**src/rtl/des_pkg.sv**
```systemverilog
// Shared DES round constants, controller state encoding and S-box lookup helpers.
package des_pkg;

    localparam int unsigned NUM_BOX   = 8;
    localparam int unsigned SB_IN_W   = 6;
    localparam int unsigned SB_OUT_W  = 4;
    localparam int unsigned BLK_IN_W  = 48;
    localparam int unsigned BLK_OUT_W = 32;
    localparam int unsigned IDX_W     = 3;
    localparam int unsigned TBL_W     = 256;

    typedef enum logic [1:0] {
        ST_IDLE = 2'd0,
        ST_RUN  = 2'd1,
        ST_DONE = 2'd2
    } state_t;

    // Six-bit group k of a round value; group 0 is the most significant.
    function automatic logic [SB_IN_W-1:0] get_group(input logic [BLK_IN_W-1:0] data,
                                                     input logic [IDX_W-1:0]    idx);
        logic [SB_IN_W-1:0] g;
        g = '0;
        for (int unsigned k = 0; k < NUM_BOX; k++) begin
            if (idx == IDX_W'(k)) begin
                g = data[BLK_IN_W-1-SB_IN_W*k -: SB_IN_W];
            end
        end
        return g;
    endfunction

    // Replace nibble k of a result word; nibble 0 is the most significant.
    function automatic logic [BLK_OUT_W-1:0] set_nibble(input logic [BLK_OUT_W-1:0] word,
                                                        input logic [IDX_W-1:0]     idx,
                                                        input logic [SB_OUT_W-1:0]  nib);
        logic [BLK_OUT_W-1:0] w;
        w = word;
        for (int unsigned k = 0; k < NUM_BOX; k++) begin
            if (idx == IDX_W'(k)) begin
                w[BLK_OUT_W-1-SB_OUT_W*k -: SB_OUT_W] = nib;
            end
        end
        return w;
    endfunction

    // S1..S8 tables, 64 nibbles each, entry row*16+col stored most-significant first.
    function automatic logic [SB_OUT_W-1:0] sbox_lookup(input logic [IDX_W-1:0]   box,
                                                        input logic [SB_IN_W-1:0] x);
        logic [TBL_W-1:0] tbl;
        logic [5:0]       pos;
        logic [9:0]       sh;
        case (box)
            3'd0:    tbl = 256'hE4D12FB83A6C5907_0F74E2D1A6CB9538_41E8D62BFC973A50_FC8249175B3EA06D;
            3'd1:    tbl = 256'hF18E6B34972DC05A_3D47F28EC01A69B5_0E7BA4D158C6932F_D8A13F42B67C05E9;
            3'd2:    tbl = 256'hA09E63F51DC7B428_D709346A285ECBF1_D6498F30B12C5AE7_1AD069874FE3B52C;
            3'd3:    tbl = 256'h7DE3069A1285BC4F_D8B56F03472C1AE9_A690CB7DF13E5284_3F06A1D8945BC72E;
            3'd4:    tbl = 256'h2C417AB6853FD0E9_EB2C47D150FA3986_421BAD78F9C5630E_B8C71E2D6F09A453;
            3'd5:    tbl = 256'hC1AF92680D34E75B_AF427C9561DE0B38_9EF528C3704A1DB6_432C95FABE17608D;
            3'd6:    tbl = 256'h4B2EF08D3C975A61_D0B7491AE35C2F86_14BDC37EAF680592_6BD814A7950FE23C;
            default: tbl = 256'hD2846FB1A93E50C7_1FD8A374C56B0E92_7B419CE206ADF358_21E74A8DFC90356B;
        endcase
        // Row from the outer bits, column from the inner four.
        pos = {x[5], x[0], x[4:1]};
        sh  = 10'(TBL_W - SB_OUT_W) - {2'b00, pos, 2'b00};
        return SB_OUT_W'(tbl >> sh);
    endfunction

endpackage

```
**src/rtl/sbox_round_sequencer.sv**
```systemverilog
// Sequences the eight six-bit groups of a round value through one shared S-box port.
module sbox_round_sequencer
    import des_pkg::*;
(
    input  logic                  clk,
    input  logic                  rst,
    input  logic                  abort,
    input  logic                  in_valid,
    output logic                  in_ready,
    input  logic [BLK_IN_W-1:0]   in_data,
    output logic [IDX_W-1:0]      sbox_sel,
    output logic [SB_IN_W-1:0]    sbox_in,
    input  logic [SB_OUT_W-1:0]   sbox_out,
    output logic                  out_valid,
    input  logic                  out_ready,
    output logic [BLK_OUT_W-1:0]  out_data,
    output logic                  busy
);

    state_t               state, state_next;
    logic [IDX_W-1:0]     idx, idx_next;
    logic [BLK_IN_W-1:0]  data_reg, data_next;
    logic [BLK_OUT_W-1:0] result, result_next;

    logic                 in_ready_next;
    logic [IDX_W-1:0]     sbox_sel_next;
    logic [SB_IN_W-1:0]   sbox_in_next;
    logic                 out_valid_next;
    logic [BLK_OUT_W-1:0] out_data_next;
    logic                 busy_next;

    // Next-state, datapath and registered-output decode.
    always_comb begin
        state_next  = state;
        idx_next    = idx;
        data_next   = data_reg;
        result_next = result;

        if (abort) begin
            state_next  = ST_IDLE;
            idx_next    = '0;
            data_next   = '0;
            result_next = '0;
        end else begin
            case (state)
                ST_IDLE: begin
                    if (in_valid) begin
                        state_next  = ST_RUN;
                        idx_next    = '0;
                        data_next   = in_data;
                        result_next = '0;
                    end
                end
                ST_RUN: begin
                    // Bank answers in the same cycle for the group currently presented.
                    result_next = set_nibble(result, idx, sbox_out);
                    if (idx == IDX_W'(NUM_BOX - 1)) begin
                        state_next = ST_DONE;
                        idx_next   = '0;
                    end else begin
                        idx_next = idx + IDX_W'(1);
                    end
                end
                ST_DONE: begin
                    if (out_ready) begin
                        state_next = ST_IDLE;
                    end
                end
                default: begin
                    state_next  = ST_IDLE;
                    idx_next    = '0;
                    data_next   = '0;
                    result_next = '0;
                end
            endcase
        end

        in_ready_next  = (state_next == ST_IDLE);
        busy_next      = (state_next == ST_RUN) || (state_next == ST_DONE);
        out_valid_next = (state_next == ST_DONE);
        out_data_next  = (state_next == ST_DONE) ? result_next : '0;
        sbox_sel_next  = (state_next == ST_RUN) ? idx_next : '0;
        sbox_in_next   = (state_next == ST_RUN) ? get_group(data_next, idx_next) : '0;
    end

    // Control state and datapath registers.
    always_ff @(posedge clk or posedge rst) begin
        if (rst) begin
            state    <= ST_IDLE;
            idx      <= '0;
            data_reg <= '0;
            result   <= '0;
        end else begin
            state    <= state_next;
            idx      <= idx_next;
            data_reg <= data_next;
            result   <= result_next;
        end
    end

    // Output registers, loaded with the decode of the next state.
    always_ff @(posedge clk or posedge rst) begin
        if (rst) begin
            in_ready  <= 1'b1;
            busy      <= 1'b0;
            out_valid <= 1'b0;
            out_data  <= '0;
            sbox_sel  <= '0;
            sbox_in   <= '0;
        end else begin
            in_ready  <= in_ready_next;
            busy      <= busy_next;
            out_valid <= out_valid_next;
            out_data  <= out_data_next;
            sbox_sel  <= sbox_sel_next;
            sbox_in   <= sbox_in_next;
        end
    end

endmodule

```
**config.mk**
```make
export PLATFORM = sky130hd
export DESIGN_NAME = sbox_round_sequencer
export DESIGN_NICKNAME = d
export VERILOG_FILES = /design/src/rtl/des_pkg.sv /design/src/rtl/sbox_round_sequencer.sv
export SDC_FILE = /design/constraint.sdc
export NUM_CORES = 1
export LEC_CHECK = 0
export CORE_ASPECT_RATIO = 1.5
export CORE_MARGIN = 2
export CORE_UTILIZATION = 35
export CTS_CLUSTER_SIZE = 30
export DETAILED_ROUTE_END_ITERATION = 10
export GPL_ROUTABILITY_DRIVEN = 0
export GPL_TIMING_DRIVEN = 0
export PLACE_DENSITY = 0.55
export RECOVER_POWER = 100
export SYNTH_ARGS = -nofsm -noshare
export SYNTH_HDL_FRONTEND = slang
export SYNTH_SLANG_ARGS = --single-unit
```
**constraint.sdc**
```tcl
create_clock -name clk -period 10.68 [get_ports clk]
set_clock_uncertainty 0.05 [all_clocks]
set_input_delay 2.136 -clock clk [delete_from_list [all_inputs] [get_ports clk]]
set_output_delay 2.136 -clock clk [all_outputs]
set_load 0.01 [all_outputs]
```
==> results of run 1 <==
cells in the mapped netlist, types with 2 or more instances:
cell type	instances
o21ai_0	10
mux2_4	6
buf_1	3
and2_1	41
nand2_1	23
nor3_1	3
dfrtp_1	128
ha_1	13
buf_2	18
a22oi_1	50
nor3_2	2
nand2b_1	2
inv_2	2
clkbuf_1	15
or2_2	2
mux2_2	41
nand3_1	3
a21oi_1	21
mux2i_1	17
a2111oi_2	2
buf_4	3
nor2_2	2
a21o_1	2
o22ai_1	4
inv_1	9
nor2_1	83
a22oi_2	3
o221ai_1	4
buf_6	6
and3_1	14
a22o_1	13
a31oi_1	3
a211oi_1	5
a41o_1	2
o211ai_1	2
mux2_1	3
nor4_1	2
nor2b_4	2
final cells by class:
cell class / instances / share of cell area (%)
Sequential cell: 129 / 39.3
Multi-Input combinational cell: 396 / 34.1
Timing Repair Buffer: 100 / 12.4
Clock buffer: 18 / 5.23
Tap cell: 217 / 3.31
Buffer: 45 / 2.97
Clock inverter: 14 / 2.18
Inverter: 11 / 0.518
worst max-delay path by stage:
stage                from      endpoint  slack, ns  cells after the start
detailed placement  abort    sbox_in[5]       5.61                     11
floorplan             rst          busy       5.05                      1
global route        abort    sbox_in[3]       5.60                     11
global placement      rst  out_data[26]       3.23                      2
CTS                 abort    sbox_in[5]       6.04                     11
finish              abort    sbox_in[3]       5.82                     11
cell families after synthesis:
logic type	Yosys count	synth area share (%)
AND/OR/NAND/NOR	185	14.4
flip-flops	129	51.0
AO/OA/AOI/OAI	131	15.6
buffers and inverters	56	4.56
adder cells (fa/ha/maj)	13	2.57
multiplexers	67	11.9
worst register-to-register path, cell delays in order, from the launching register on:
cell and delay [ns]:
dfrtp_1 0.43, inv_1 0.11, ha_1 0.26, nor2b_4 0.27
nor2_1 0.06, o21ai_0 1.05, nand2_1 0.40, inv_1 0.20
a31oi_1 0.10, a31oi_1 0.25
per-stage QoR:
stage	utilization, %	setup slack [ns]	power (mW)	hold slack, ns
5_1_grt	46.0	5.60	1.34	0.517
3_3_place_gp	42.5	3.23	0.697	0.464
2_1_floorplan	-	5.05	0.631	0.446
4_1_cts	46.1	6.04	1.31	0.490
6_report	46.0	5.82	1.30	0.486
3_5_place_dp	42.7	5.61	0.701	0.476
power breakdown:
part / internal [mW] / leakage, nW / switching, mW
clock: 0.371 / 0.294 / 0.234
combinational: 0.0736 / 1.85 / 0.105
sequential: 0.505 / 1.77 / 0.00798
total: 0.950 / 3.91 / 0.347
metal layers:
layer / up-vias / part of all wire (%)
li1: 2298 / -
met1: 2453 / 40
met2: 168 / 53
met3: 41 / 3.7
met4: 0 / 3.4
met5: - / 0
==> results.yml, run 1 <==
cts:
  cts_tree: "done"
  htreeDepth: 4
  root_buffer: "clkbuf_16"
  cts_made_buffers: 17
  clock-sinks: 129
  cts_buffer_depth: 2
  path_clk_slew_ns: 0.06
  hold_buffers: 0
  ctsResizeCount: 0
  clock_latency_ns: 0.41
  cts_setup_buffers: 0
global_routing:
  grt_max_degree: 98
  use_met1_pct: 22.6
  met2_usage_pct: 33.0
  track_usage_pct: 18.8
  grt_busiest_layer: "met2"
  grt.overflow.total: 0
  use_met3_pct: 3.26
  grt_pass1_wl_um: 27800
  grt_pass1_vias: 5209
  grt_antenna_before_repair: 0
placement:
  hpwl_um: 12800
  place_inst: 898
  post_dp_cell_area_sq_mm: 0.00763
  io_buffer_count: 99
route:
  drt_wl_total_um: 17600
  antenna_left: 0
  dr.pass1.iters: 5
  vias: 4960
  drcViolationCount: 0
  post_drt_wl_per_cell_um: 18.9
  drt_iter0_drc: 270
  viasPerCell: 5.33
finish:
  drive_gt1_share_pct: 17.1
  final_cell_mix: "128 x dfrtp_1, 85 x nor2_1, 53 x clkdlybuf4s50_1, 50 x a22oi_1, 46 x dlygate4sd3_1"
  multi_input_area_sq_mm: 0.00280
  syn_to_final_growth_pct: 29.7
  diodes: 0
  regArea_sq_mm: 0.00323
  largest_reg_flops: 48
  final_cell_area_sq_mm: 0.00821
  nFillCells: 1694
  instances_no_fill: 930
  finalNetCount: 770
  mostFrequentLayoutCell: "dfrtp_1"
critical_path:
  crit_chain: "dlygate4sd3_1 -> nor2_1 -> clkbuf_1 -> clkbuf_1 -> nand2_1 -> inv_1 -> ha_1 -> nand2_1 -> nor2_1 -> nand2_1 -> o22ai_1"
  reg2reg_from: "state[1]"
  path_buf_inv: 4
  crit_path_end_kind: "flop"
  reg2reg_setup_slack_ns: 7.40
  crit_family: "buffers and inverters"
  crit_path_start_kind: "input pin"
  critPathMaxStageDelay_ns: 0.58
  cp_data_arrival_time_ns: 5.13
  cp_max_fo: 10
  crit_type: "input pin to flop"
  critPathSlowestCell: "dlygate4sd3_1"
  worstPathRequired_ns: 10.95
  r2r_end: "sbox_in[4]"
  r2r_cells: 9
  crit_top_cell: "nand2_1"
outcome:
  status: "finished, violations left"
  violations: "max-capacitance violations, max-slew violations"
yosys:
  synth_edf_count: 0
  ys_ff_latch: 129
  synth.cell_area_sq_mm: 0.00633
  syn_area_per_cell_sq_um: 10.9
  synth-async-reset-ratio_pct: 100
  yosysWarningCount: 0
  yosysSeqAreaShare_pct: 51.0
  synth_area_leaders: "dfrtp_1 51%, mux2_2 7.3%, a22oi_1 5.9%"
  synth_top_area_share_pct: 50.6
  syn_nets: 651
  netlist_instances: 581
  ys.flop_type: "dfrtp_1"
  yosys.cell_types.count: 55
  synth_area_leader_cell: "dfrtp_1"
hold_path:
  min_from: "data_reg[10]"
  hold_class: "flop to flop"
  holdPathStages: 2
  min_to: "data_reg[10]"
timing:
  fin_tns_setup_ns: 0
  hold_viol_final: 0
  finalCritPeriodShare_pct: 45.5
  slew_headroom_pct: -3.67
  fin_crit_ns: 4.86
  slew_viol_final: 33
  finalSetupViolations: 0
  grt_setup_unrepaired: "no"
  fmax_mhz: 206
  worstMarginPinSlew_ns: 1.55
floorplan:
  rows: 60
  die_h_um: 169
  die_w_um: 114
  dieArea_sq_mm: 0.0192
  pin_count: 101
  design.core.area_sq_mm: 0.0179
  start_util_pct: 35.4
power_and_ir_drop:
  ir_worst_vdd_uv: 94.7
  power_density_mw_per_mm2: 158
  p_leak_nw: 3.91
run:
  drv_cap: 1
Note: power is estimated with default switching activity, not from simulation.
==> run 2, diff against run 1 <==
Settings changed: PLACE_DENSITY 0.55 to 0.57.
Clock period 10.68 ns to 4.23 ns, I/O delays scaled along.
==> run 2 against run 1 <==
Non-clock buffer count rose by 2. Highest routed layer unchanged. Final area increased by 0.11%. The run still ends with max-capacitance violations, max-slew violations left. Via count increased by 0.87%. Flip-flop and latch count did not move. Critical path type unchanged. Critical endpoint unchanged. Register-to-register slack got worse by 6.3 ns. Core utilization hardly changed. Sequential power increased to 2.5 times the previous value. Largest power group unchanged. Largest cell class unchanged. Sequential share of layout area barely moved.
==> results.yml, run 2 (synthesis gave the netlist of run 1 again) <==
critical_path:
  r2r_cells: 11
  crit_family: "buffers and inverters"
  reg2reg_from: "state[0]"
  worstPathRequired_ns: 4.49
  reg2reg_setup_slack_ns: 1.08
  critPathMaxStageDelay_ns: 0.59
  crit_chain: "dlygate4sd3_1 -> nor2_1 -> clkbuf_1 -> clkbuf_1 -> nand2_1 -> inv_1 -> ha_1 -> nand2_1 -> nor2_1 -> nand2_1 -> o22ai_1"
  critPathSlowestCell: "dlygate4sd3_1"
  crit_top_cell: "nand2_1"
  crit_path_start_kind: "input pin"
  crit_start: "abort"
  cp_data_arrival_time_ns: 3.82
  crit_path_end_kind: "flop"
  path_buf_inv: 4
  cp_max_fo: 10
  r2r_end: "sbox_in[3]"
  crit_type: "input pin to flop"
floorplan:
  rows: 60
  dieArea_sq_mm: 0.0192
  design.core.area_sq_mm: 0.0179
  pin_count: 101
  die_w_um: 114
  start_util_pct: 35.4
  die_h_um: 169
cts:
  htreeDepth: 4
  cts_tree: "done"
  ctsResizeCount: 0
  cts_setup_buffers: 0
  root_buffer: "clkbuf_16"
  hold_buffers: 0
  clock_latency_ns: 0.42
  cts_buffer_depth: 2
  cts_made_buffers: 17
  path_clk_slew_ns: 0.05
  clock-sinks: 129
timing:
  finalSetupViolations: 0
  worstMarginPinSlew_ns: 2.04
  grt_setup_unrepaired: "no"
  setup_ws_ns: 0.665
  hold_viol_final: 0
  slew_viol_final: 31
  finalCritPeriodShare_pct: 84.3
  fin_crit_ns: 3.56
  fin_tns_setup_ns: 0
  fmax_mhz: 281
  slew_headroom_pct: -35.8
global_routing:
  grt_pass1_wl_um: 27900
  track_usage_pct: 18.8
  grt.overflow.total: 0
  grt_antenna_before_repair: 0
  grt_pass1_vias: 5258
  grt_max_degree: 42
finish:
  final_cell_area_sq_mm: 0.00822
  instances_no_fill: 932
  finalNetCount: 772
  mostFrequentLayoutCell: "dfrtp_1"
  largest_reg_flops: 48
  drive_gt1_share_pct: 16.6
  diodes: 0
  syn_to_final_growth_pct: 29.8
  final_cell_mix: "128 x dfrtp_1, 84 x nor2_1, 53 x clkdlybuf4s50_1, 50 x a22oi_1, 46 x dlygate4sd3_1"
  nFillCells: 1710
route:
  drcViolationCount: 0
  viasPerCell: 5.37
  post_drt_wl_per_cell_um: 18.9
  drt_wl_total_um: 17600
  drt_iter0_drc: 229
  dr.pass1.iters: 4
  vias: 5003
  antenna_left: 0
power_and_ir_drop:
  power_density_mw_per_mm2: 395
  ir_worst_vdd_uv: 210
  p_leak_nw: 3.91
hold_path:
  hold_class: "flop to flop"
  holdPathStages: 2
  min_to: "data_reg[0]"
  min_from: "data_reg[0]"
placement:
  dp_slack_ns: 0.459
  io_buffer_count: 99
  hpwl_um: 12800
  post_dp_cell_area_sq_mm: 0.00766
  place_inst: 900
outcome:
  status: "finished, violations left"
  violations: "max-capacitance violations, max-slew violations"
run:
  drv_cap: 1
-- run 2: worst max-delay path by stage --
stage,end,slack [ns],cells after the start
after floorplan,busy,1.74,1
after global placement,sbox_in[5],0.48,11
after detailed placement,sbox_in[5],0.46,11
final,sbox_in[3],0.67,11
after CTS,sbox_in[5],0.87,11
after global routing,sbox_in[3],0.36,11
-- run 2: final cells by class --
cell class | instances | area [sq um] | share of cell area, %
buffer | 45 | 243 | 2.95
clock buffer | 24 | 472 | 5.74
clock inverter | 8 | 128 | 1.55
inverter | 11 | 42.5 | 0.518
multi-input combinational | 396 | 2800 | 34.1
sequential | 129 | 3230 | 39.3
tap | 217 | 272 | 3.30
timing repair buffer | 102 | 1030 | 12.6
-- run 2: layer usage --
metal  wire length [um]  track usage (%)  share of wire, %
met2               9320             32.9                53
met3                761             3.33               4.3
met1               6870             21.7                39
met5                  0                0                 0
met4                655             9.97               3.7
-- run 2: worst min-delay path, delay by kind of cell, from the launching register on --
kind | cells | cell delay (ns)
flip-flops | 1 | 0.32
AO/OA/AOI/OAI | 1 | 0.09
AND/OR/NAND/NOR | 1 | 0.09
-- run 2: through the flow --
stage | util [%] | hold WS [ns] | power [mW]
2_1_floorplan | - | 0.446 | 1.59
3_3_place_gp | 42.5 | 0.465 | 1.76
3_5_place_dp | 42.9 | 0.474 | 1.77
4_1_cts | 46.2 | 0.487 | 3.28
5_1_grt | 46.0 | 0.508 | 3.37
6_report | 46.0 | 0.483 | 3.25
-- run 2: power breakdown --
part	internal [mW]	switching (mW)	leakage (nW)
clock network	0.960	0.537	0.285
logic	0.187	0.268	1.85
registers	1.27	0.0203	1.77
==> run 3, diff against run 2 <==
Clock period 4.23 ns to 3 ns, I/O delays scaled along.
==> run 3 against run 2 <==
The run now ends clean. Final cell count down 0.11%. Core utilization about the same. Sequential share of layout area about the same.
==> results.yml, run 3 (synthesis gave the netlist of run 1 again) <==
critical_path:
  crit_path_start_kind: "input pin"
  cp_data_arrival_time_ns: 3.02
  cp_max_fo: 10
  crit_type: "input pin to flop"
  worstPathRequired_ns: 3.21
  crit_path_end_kind: "flop"
finish:
  diodes: 0
  syn_to_final_growth_pct: 29.7
  final_core_util_pct: 46.0
  drive_gt1_share_pct: 16.8
  mostFrequentLayoutCell: "dfrtp_1"
  largest_reg_flops: 48
  final_cell_mix: "128 x dfrtp_1, 83 x nor2_1, 53 x clkdlybuf4s50_1, 50 x a22oi_1, 46 x dlygate4sd3_1"
  nFillCells: 1710
  finalNetCount: 771
  final_cell_area_sq_mm: 0.00821
run:
  drv_cap: 0
timing:
  fin_crit_ns: 2.80
  finalSetupViolations: 0
  grt_setup_unrepaired: "no"
  whs_ns: 0.486
  slew_headroom_pct: 37.2
  fmax_mhz: 357
  hold_viol_final: 0
  worstMarginPinSlew_ns: 0.942
  slew_viol_final: 0
  finalCritPeriodShare_pct: 93.4
route:
  antenna_left: 0
  viasPerCell: 5.37
  dr.pass1.iters: 6
  vias: 4996
  post_drt_wl_per_cell_um: 18.8
  drcViolationCount: 0
  drt_iter0_drc: 223
  drt_wl_total_um: 17500
floorplan:
  die_w_um: 114
  rows: 60
  dieArea_sq_mm: 0.0192
  start_util_pct: 35.4
  pin_count: 101
  die_h_um: 169
  design.core.area_sq_mm: 0.0179
global_routing:
  grt_pass1_vias: 5258
  grt_pass1_wl_um: 27900
  grt.overflow.total: 0
  track_usage_pct: 18.8
  grt_antenna_before_repair: 0
  grt_max_degree: 42
power_and_ir_drop:
  power_density_mw_per_mm2: 557
  ir_worst_vdd_uv: 342
  p_total_mw: 4.57
  p_leak_nw: 3.90
cts:
  clock_latency_ns: 0.41
  clock-sinks: 129
  cts_made_buffers: 17
  cts_buffer_depth: 2
  cts_setup_buffers: 0
  cts_tree: "done"
  htreeDepth: 4
  path_clk_slew_ns: 0.06
  hold_buffers: 0
  root_buffer: "clkbuf_16"
placement:
  hpwl_um: 12800
  post_dp_cell_area_sq_mm: 0.00766
  io_buffer_count: 99
hold_path:
  hold_class: "flop to flop"
outcome:
  status: "finished clean"
[run 3: path summary, 6_finish.rpt]
| path | startpoint | slack (ns) | end | cells after the start |
|---|---|---|---|---|
| max | abort | 0.20 | data_reg[40] | 7 |
| min | data_reg[0] | 0.49 | data_reg[0] | 2 |
| max reg2reg | state[1] | 0.23 | sbox_in[4] | 8 |
| min reg2reg | data_reg[0] | 0.49 | data_reg[0] | 2 |
| max in group asynchronous | rst | 0.61 | in_ready | 4 |
| min in group asynchronous | rst | 0.71 | out_data[8] | 2 |
[run 3: timing repair]
item,in CTS,in global routing
cloned,0,0
pin swaps,0,0
gates resized for setup,1,4
setup endpoints to repair,5,16
[run 3: power by group]
group          leakage [nW]  internal, mW  switching [mW]
combinational          1.85         0.261           0.377
sequential             1.77          1.80          0.0282
clock                 0.285          1.35           0.756
[run 3: layout make-up]
| class | instances | area [sq um] | share of cell area [%] |
|---|---|---|---|
| Clock inverter | 8 | 128 | 1.55 |
| Clock buffer | 24 | 472 | 5.74 |
| Inverter | 11 | 42.5 | 0.518 |
| Tap cell | 217 | 272 | 3.31 |
| Timing Repair Buffer | 102 | 1040 | 12.6 |
| Sequential cell | 129 | 3230 | 39.3 |
| Buffer | 44 | 236 | 2.88 |
| Multi-Input combinational cell | 396 | 2800 | 34.1 |
[run 3: critical path: stages]
cell and delay (ns):
dlygate4sd3_1 0.60, or2_2 0.13, buf_2 0.23, clkbuf_2 0.31, clkbuf_1 0.49, clkbuf_1 0.51
nor2_1 0.13
[run 3: per-layer routing]
metal | vias up | global-route usage, % | routed length (um)
met3 | 52 | 3.33 | 657
met5 | - | 0 | 0
li1 | 2311 | - | -
met1 | 2454 | 21.7 | 6890
met2 | 179 | 32.9 | 9340
met4 | 0 | 9.97 | 659
[run 3: metrics by stage]
step,TNS (ns),instances,setup WS (ns)
5_1_grt,0,931,0.0360
4_1_cts,0,932,0.0820
3_5_place_dp,-13.56,900,-0.525
6_report,0,931,0.197
2_1_floorplan,0,581,0.756
3_3_place_gp,-65.77,897,-0.502
==> patch, RTL diff (settings of run 3) <==
`NUM_BOX`: 8 -> 9.
--- a/src/rtl/des_pkg.sv
+++ b/src/rtl/des_pkg.sv
@@ -3,3 +3,3 @@
 
-    localparam int unsigned NUM_BOX   = 8;
+    localparam int unsigned NUM_BOX   = 9;
     localparam int unsigned SB_IN_W   = 6;
Behaviour: not the same (Yosys sat finds a counterexample within 4 cycles, from zero or initial values and one cycle with rst high).
==> patch against run 3 <==
Utilization is 0.33 points higher. Worst setup slack worse by 0.094 ns. Critical path depth is 4 higher. Synthesized area is 6.6% lower. First-iteration DRC count is 28% higher. Sequential power is 4% lower. Die area is 6.4% lower. Total power is 1.6% lower. Hold slack better by 0.0016 ns. Routed wire length is 7.9% lower. Cell area is 5.9% lower. Sequential cell count is 6 lower. Critical endpoint is now sbox_in[3]$_DFF_PP0_. Largest cell class unchanged. Highest routed layer unchanged.
==> patch: results (changes against run 3) <==
CP max stage delay=0.57 ns (-0.03 ns); cell family with most CP delay=compound AO/OA/AOI/OAI gates; violation count after the first detailed-routing iteration=285 (+28%); relative slew slack=29.2% (-8.0 points); syn nets=656 (+0.77%); Arr. time, crit path=3.20 ns (+0.18 ns); leakage=3.57 nW (-8.7%); count of different cell masters after synthesis=50 (-9.1%); Crit Path Max Fanout=10 (unchanged); synthesis warning total=0 (unchanged); Clock Latency Late Sink=0.42 ns; layout cell share with drive strength beyond 1=12.6% (-4.2 points); Synth top cells by count=dfrtp_1 (122), nor2_1 (74), and2_1 (42), nand2_1 (42), a21oi_1 (40); largest net degree at the start of global routing=40 (-4.8%); # port buffers=89 (-10%); worst-case clock buffer depth=2 (unchanged); vias in the first global route=5137 (-2.3%); Max H-tree Level=4 (unchanged); n_diodes=0 (unchanged); first-pass GRT wire length=26100 µm (-6.3%); DP HPWL=11900 µm (-6.8%); Routed WL=16200 µm (-7.9%); Final #Nets=765 (-0.78%); initial antenna violation count=0 (unchanged); ranking of synthesized cells by area=dfrtp_1 (52%), a22oi_1 (4.7%), nor2_1 (4.7%); max reg flops=42 (-13%); GR Util All Layers=19.1% (+0.33 points); sequential area share after synthesis=52.1% (+1.1 points); Setup Buffers After CTS=0 (unchanged); DR vias/cell=5.22 (-2.8%); Pre-Repair DR Iteration Count=5 (-1); Root Buffer=clkbuf_16; Async SR Flop Fraction=100% (unchanged); Critical Path Slowest Stage Cell=a2111oi_2; HP Class=reg2reg; worst vdd ir=0.337 mV (-1.6%); status=completed
-- patch: final timing paths --
kind                                           to  slack, ns                   start  cells past startpoint
min in group asynchronous  data_reg[13]$_DFF_PP0_       0.78                     rst                      2
setup reg to reg             sbox_in[3]$_DFF_PP0_       0.10      state[0]$_DFF_PP0_                     11
hold reg to reg            data_reg[23]$_DFF_PP0_       0.49  data_reg[23]$_DFF_PP0_                      2
setup / recovery             sbox_in[3]$_DFF_PP0_       0.10      state[0]$_DFF_PP0_                     11
max in group asynchronous      in_ready$_DFF_PP1_       0.46                     rst                      4
hold / removal             data_reg[23]$_DFF_PP0_       0.49  data_reg[23]$_DFF_PP0_                      2
-- patch: routing by layer --
metal	vias up	global-route usage [%]	wire length [µm]
met3	40	3.43	652
met4	0	9.49	652
met2	149	33.7	8560
met1	2339	21.8	6290
met5	-	0	0
li1	2260	-	-
-- patch: report_power, final --
group / internal [mW] / switching [mW] / leakage [nW] / total, mW
registers: 1.72 / 0.0265 / 1.69 / 1.75
logic: 0.209 / 0.349 / 1.57 / 0.558
clock network: 1.42 / 0.776 / 0.300 / 2.19
total: 3.35 / 1.15 / 3.57 / 4.50
-- patch: cell families after synthesis --
kind of cell    count (synthesis)  share of synthesized area (%)
flops                         123                           52.1
buf+inv                        58                           4.29
simple gates                  212                           17.2
compound gates                137                           15.9
fa+ha+maj                      13                           2.75
mux                            43                           7.79
-- patch: area by class of cell --
type                            instances  area, µm²
Buffer                                 45        200
Clock buffer                           19        443
Clock inverter                         13        191
Fill cell                            1617       8960
Inverter                               11       45.0
Multi-Input combinational cell        405       2590
Sequential cell                       123       3080
Tap cell                              210        263
Timing Repair Buffer                   92        912
-- patch: timing repair --
action                                  CTS  global route
endpoints found under the hold margin     0             0
resized for setup                         1            12
endpoints found under the setup margin   10            34
hold buffers                              0             0
-- patch: per-stage QoR --
step / instances / util, % / TNS (ns) / area (µm²) / setup WS, ns
floorplan: 586 / - / 0 / 5920 / 0.510
global placement: 885 / 42.4 / -51.01 / 7070 / -0.603
detailed placement: 888 / 42.7 / -15.34 / 7130 / -0.676
CTS: 918 / 46.5 / 0 / 7760 / 0.0380
global route: 918 / 46.3 / 0 / 7730 / 0.0208
finish: 918 / 46.3 / 0 / 7730 / 0.102
-- patch: worst min-delay path, cell delays in order (launching register included) --
cell and delay (ns):
dfrtp_1 0.32, a22oi_1 0.09, nor2_1 0.09
